File: src/rtl/instr_fetch.sv
// Fetch stage: owns the architectural PC, keeps one instruction-memory request in flight,
// and presents {pc, instr} to decode over valid/ready. A flush redirects fetch and drops in-flight work.
module instr_fetch #(
  parameter int unsigned           DATA_WIDTH = 32,
  parameter logic [DATA_WIDTH-1:0] RESET_PC   = DATA_WIDTH'(32'h0000_0000)
) (
  input  logic                  clk,
  input  logic                  rst,
  input  logic [DATA_WIDTH-1:0] pc_next,
  input  logic                  flush,
  input  logic [DATA_WIDTH-1:0] flush_pc,
  output logic                  imem_req_valid,
  input  logic                  imem_req_ready,
  output logic [DATA_WIDTH-1:0] imem_req_addr,
  input  logic                  imem_rsp_valid,
  input  logic [31:0]           imem_rsp_data,
  output logic                  if_valid,
  input  logic                  if_ready,
  output logic [DATA_WIDTH-1:0] if_pc,
  output logic [31:0]           if_instr,
  output logic                  misaligned
);

  localparam int unsigned INSTR_WIDTH = 32;
  localparam logic [INSTR_WIDTH-1:0] NOP = INSTR_WIDTH'(32'h0000_0013);

  typedef enum logic [1:0] {S_IDLE, S_REQ, S_WAIT, S_OUT} state_t;

  state_t                 r_state, w_state_nxt;
  logic [DATA_WIDTH-1:0]  r_pc, w_pc_nxt;
  logic [DATA_WIDTH-1:0]  r_req_addr, w_req_addr_nxt;
  logic [DATA_WIDTH-1:0]  w_launch_addr;
  logic [INSTR_WIDTH-1:0] r_instr, w_instr_nxt;
  logic                   r_drop, w_drop_nxt;
  logic                   r_misaligned, w_misaligned_nxt;
  logic                   r_req_valid, r_if_valid;
  logic                   w_launch, w_redirect;

  // Next-state logic; w_launch starts a fetch of w_launch_addr, w_redirect restarts at flush_pc
  always_comb begin
    w_state_nxt      = r_state;
    w_pc_nxt         = r_pc;
    w_req_addr_nxt   = r_req_addr;
    w_instr_nxt      = r_instr;
    w_drop_nxt       = r_drop;
    w_misaligned_nxt = r_misaligned;
    w_launch         = 1'b0;
    w_launch_addr    = r_pc;
    w_redirect       = 1'b0;

    if (flush) begin
      w_pc_nxt         = flush_pc;
      w_misaligned_nxt = 1'b0;
      case (r_state)
        S_REQ: begin
          // An offered request cannot be retracted; its response must be dropped
          w_drop_nxt = 1'b1;
          if (imem_req_ready) w_state_nxt = S_WAIT;
        end
        S_WAIT: begin
          if (imem_rsp_valid) begin
            w_drop_nxt = 1'b0;
            w_redirect = 1'b1;
          end else begin
            w_drop_nxt = 1'b1;
          end
        end
        default: w_redirect = 1'b1;
      endcase
    end else begin
      case (r_state)
        S_IDLE: w_launch = 1'b1;
        S_REQ: begin
          if (imem_req_ready) w_state_nxt = S_WAIT;
        end
        S_WAIT: begin
          if (imem_rsp_valid) begin
            if (r_drop) begin
              w_drop_nxt = 1'b0;
              w_launch   = 1'b1;
            end else begin
              w_instr_nxt      = imem_rsp_data;
              w_misaligned_nxt = 1'b0;
              w_state_nxt      = S_OUT;
            end
          end
        end
        S_OUT: begin
          if (if_ready) begin
            w_pc_nxt      = pc_next;
            w_launch      = 1'b1;
            w_launch_addr = pc_next;
          end
        end
        default: w_state_nxt = S_IDLE;
      endcase
    end

    // A misaligned flush target passes through IDLE so if_valid still drops for a cycle
    if (w_redirect) begin
      if (flush_pc[1:0] != 2'b00) begin
        w_state_nxt = S_IDLE;
      end else begin
        w_state_nxt    = S_REQ;
        w_req_addr_nxt = flush_pc;
      end
    end

    if (w_launch) begin
      if (w_launch_addr[1:0] != 2'b00) begin
        w_state_nxt      = S_OUT;
        w_misaligned_nxt = 1'b1;
        w_instr_nxt      = NOP;
      end else begin
        w_state_nxt      = S_REQ;
        w_req_addr_nxt   = w_launch_addr;
        w_misaligned_nxt = 1'b0;
      end
    end
  end

  always_ff @(posedge clk) begin
    if (rst) begin
      r_state      <= S_IDLE;
      r_pc         <= RESET_PC;
      r_req_addr   <= RESET_PC;
      r_instr      <= NOP;
      r_drop       <= 1'b0;
      r_misaligned <= 1'b0;
      r_req_valid  <= 1'b0;
      r_if_valid   <= 1'b0;
    end else begin
      r_state      <= w_state_nxt;
      r_pc         <= w_pc_nxt;
      r_req_addr   <= w_req_addr_nxt;
      r_instr      <= w_instr_nxt;
      r_drop       <= w_drop_nxt;
      r_misaligned <= w_misaligned_nxt;
      r_req_valid  <= (w_state_nxt == S_REQ);
      r_if_valid   <= (w_state_nxt == S_OUT);
    end
  end

  assign imem_req_valid = r_req_valid;
  assign imem_req_addr  = r_req_addr;
  assign if_valid       = r_if_valid;
  assign if_pc          = r_pc;
  assign if_instr       = r_instr;
  assign misaligned     = r_misaligned;

endmodule
File: config.mk
export PLATFORM = sky130hd
export DESIGN_NAME = instr_fetch
export DESIGN_NICKNAME = d
export VERILOG_FILES = /design/src/rtl/instr_fetch.sv
export SDC_FILE = /design/constraint.sdc
export NUM_CORES = 1
export LEC_CHECK = 0
export CAP_MARGIN = 20
export CORE_ASPECT_RATIO = 0.9
export CORE_MARGIN = 2
export CORE_UTILIZATION = 59
export CTS_BUF_LIST = sky130_fd_sc_hd__clkbuf_8
export DETAILED_ROUTE_END_ITERATION = 16
export DONT_BUFFER_PORTS = 1
export PLACE_DENSITY_LB_ADDON = 0.2
export SLEW_MARGIN = 20
export SYNTH_ARGS = -nofsm -noshare
export SYNTH_HDL_FRONTEND = slang
export SYNTH_SLANG_ARGS = --single-unit
export TNS_END_PERCENT = 5
File: constraint.sdc
create_clock -name clk -period 2.55 [get_ports clk]
set_input_delay 0.51 -clock clk [delete_from_list [all_inputs] [get_ports clk]]
set_output_delay 0.51 -clock clk [all_outputs]
set_load 0.03 [all_outputs]
==> results by group <==
Critical path
  – Most frequent cell on the critical path: nand2_2
  – Reg2reg start: r_state[0]
  – Critical-path cell list: ha_1 -> nand2_2 -> o31ai_4 -> nand2_2 -> buf_12 -> a211oi_1
  – CP max stage delay: 490 ps
  – CP startpoint: r_state[0]
  – Startpoint Class: flop
  – CP max FO: 24
  – Worst Path Required: 2810 ps
  – Crit path DAT: 2530 ps
  – Top delay family on crit path: compound AO/OA/AOI/OAI gates
  – CP Buf/Inv Count: 1
  – Critical path type: flop to flop
  – Crit. End Element: flop
  – Slowest stage cell, crit path: o31ai_4

Clocking
  – Setup repair bufs after CTS: 0
  – CTS max path bufs: 2
  – H-Tree Depth: 3
  – Worst-skew pair later-pin latency: 350 ps
  – CTS tree: done
  – Clock Root Buffer: clkbuf_8
  – Num CTS Buffers: 9
  – Clk sinks: 102
  – Clock Pin Slew Worst Setup and Hold Paths: 100 ps

Timing
  – Min setup slack post-route: 284 ps
  – Setup_tns: 0 ps
  – Post-route minimum period: 2270 ps
  – Final worst-path cycle share: 88.9%
  – Final Max Tran Viols: 0
  – Final setup violation count: 0
  – RSZ-0062 raised after global routing: no
  – Fmax: 441 MHz
  – Slew headroom: 61.4%
  – Fin. Hold Viols: 0
  – Worst slew pin tran: 579 ps
  – Clock skew after layout: 10.2 ps

Place
  – Inst Count DP: 586
  – Port Buffer Count: 0
  – Final GP Congestion: 0.859
  – Dpl ws: -43.2 ps
  – HPWL after detailed placement: 8120 µm

Final layout
  – Layout fillers: 719
  – # diodes: 0
  – Final Net Count: 605
  – Ratio of cells with drive above 1 in the final layout: 21.5%
  – Area Overhead vs Synth: 5.59%
  – Cell Count, Final, Fillers Out: 602
  – Core Util, Final: 64.4%

Global route
  – Grt peak-use layer: met2
  – Largest net degree at the start of global routing: 74
  – Initial antenna violation count: 0
  – Met2 Usage GRT: 42.7%
  – Met1 usage: 29.0%
  – Total Routing Usage GR: 25.0%
  – First-pass GRT wire length: 18400 µm
  – GR Util met3: 7.97%
  – Number of global-route vias before repair: 3754
  – Grt total ovfl: 0

Drt
  – Residual DRC: 0
  – Post-DRT Antenna Nets: 0
  – Avg WL per Cell: 19.7 µm
  – DRT iter0 DRCs: 104
  – DR vias/cell: 6.16
  – Via count: 3711
  – WL final: 11900 µm
  – Drt pass-1 iters: 4

Logic synthesis
  – Per-instance average area after synthesis: 9.58 µm²
  – Synth warn: 0
  – Unique masters post-synth: 43
  – Most frequent cell after synthesis: dfxtp_1
  – Mapped cell area: 0.00494 mm²
  – Synth Net Count: 623
  – Synth area leaders: dfxtp_1 41%, mux2i_1 12%, mux2_2 10%
  – Main synth FF type: dfxtp_1
  – Post-synth top area cell: dfxtp_1
  – Synth async-reset ratio: 0%
  – Area share of the largest cell type after synthesis: 41.3%
  – Post-synth EDFFs: 0
  – Register area share after synthesis: 41.3%
  – Cells after synthesis: 516
  – Post-synth top cells: 102 x dfxtp_1, 76 x nand2_1, 61 x mux2i_1, 44 x mux2_2, 42 x a21oi_1
  – Yosys reg bits: 102

Power and ir drop
  – Leakage power: 2.02 nW
  – Total power: 0.00349 W
  – Worst VDD drop: 0.363 mV
  – Pwr Density: 668 mW/mm²

Die
  – Die Span X: 100 µm
  – Num ports: 201
  – Chip height: 90.8 µm
  – Die area: 0.00913 mm²
  – Row count: 31
  – Core footprint: 0.00811 mm²
  – Initial Utilization: 61.0%

Worst hold path
  – Hold Path Class: primary input to flop
  – Hold path start: rst

Run status
  – Status: finished clean

Job
  – Number of max-cap violations: 0
[registers in the layout (all words and copies together), names as in the netlist]
register	cells
imem_req_valid	1
misaligned	1
imem_req_addr	32
r_drop	1
r_state	2
if_instr	32
if_pc	32
if_valid	1
[area by class of cell]
class	count	area, µm²	area share [%]
multi-input combinational	367	2710	51.8
sequential	102	2040	39.1
clock buffer	10	138	2.64
timing repair buffer	15	138	2.64
tap	99	124	2.37
clock inverter	6	62.6	1.20
inverter	3	11.3	0.216
[layout by cell type (no fill, tap or decap), drive strengths merged, types with 4 or more instances in the layout]
| cell type | Yosys | final |
|---|---|---|
| nor2b | 5 | 5 |
| mux2 | 44 | 44 |
| nor2 | 24 | 24 |
| nand2 | 78 | 78 |
| inv | 3 | 4 |
| clkbuf | 19 | 10 |
| dfxtp | 102 | 102 |
| nor3 | 23 | 23 |
| ha | 5 | 5 |
| buf | 25 | 15 |
| a21oi | 42 | 42 |
| o211a | 9 | 9 |
| a211oi | 32 | 32 |
| or2 | 9 | 9 |
| nand3 | 5 | 5 |
| mux2i | 61 | 61 |
[layer usage]
layer  part of all wire (%)  up-vias
met4                    2.0        0
li1                       -     1791
met3                    8.3       21
met2                     48      156
met5                      0        -
met1                     42     1743
[what timing repair did]
action                     CTS  global route
resized for setup            1             0
hold buffers                 0             0
setup endpoints to repair   11             0
[worst register-to-register path, delay by kind of cell, from the launching register on]
| family | cells | cell delay, ps |
|---|---|---|
| AO/OA/AOI/OAI | 2 | 730 |
| adder cells (fa/ha/maj) | 1 | 270 |
| buffers and inverters | 1 | 270 |
| flip-flops | 1 | 450 |
| AND/OR/NAND/NOR | 2 | 450 |
[metrics by stage]
| step | instance area [µm²] | hold WS [ps] |
|---|---|---|
| floorplan | 4940 | 532 |
| global placement | 5010 | 579 |
| detailed placement | 5010 | 582 |
| CTS | 5220 | 191 |
| global route | 5220 | 182 |
| finish | 5220 | 221 |
[cell families (layout without fill, tap and decap cells)]
group                    Yosys count  in the layout  share of synthesized area (%)
buffers and inverters             47             34                           4.73
multiplexers                     105            105                           22.4
AND/OR/NAND/NOR                  157            157                           14.6
AO/OA/AOI/OAI                    100            100                           15.7
adder cells (fa/ha/maj)            5              5                           1.27
flip-flops                       102            102                           41.3
[worst paths after layout]
| kind | slack [ps] | to | cells past startpoint |
|---|---|---|---|
| setup / recovery | 280 | imem_req_addr[19] | 6 |
| hold / removal | 220 | imem_req_addr[14] | 1 |
| setup reg to reg | 280 | imem_req_addr[19] | 6 |
| hold reg to reg | 610 | if_instr[5] | 2 |
[power breakdown]
| group | total, W | internal (W) | switching [W] |
|---|---|---|---|
| combinational | 0.000497 | 0.000239 | 0.000258 |
| clock | 0.00102 | 0.000478 | 0.000541 |
| sequential | 0.00197 | 0.00170 | 0.000273 |
| total | 0.00349 | 0.00241 | 0.00107 |
Power figures use the tool's default switching activity.
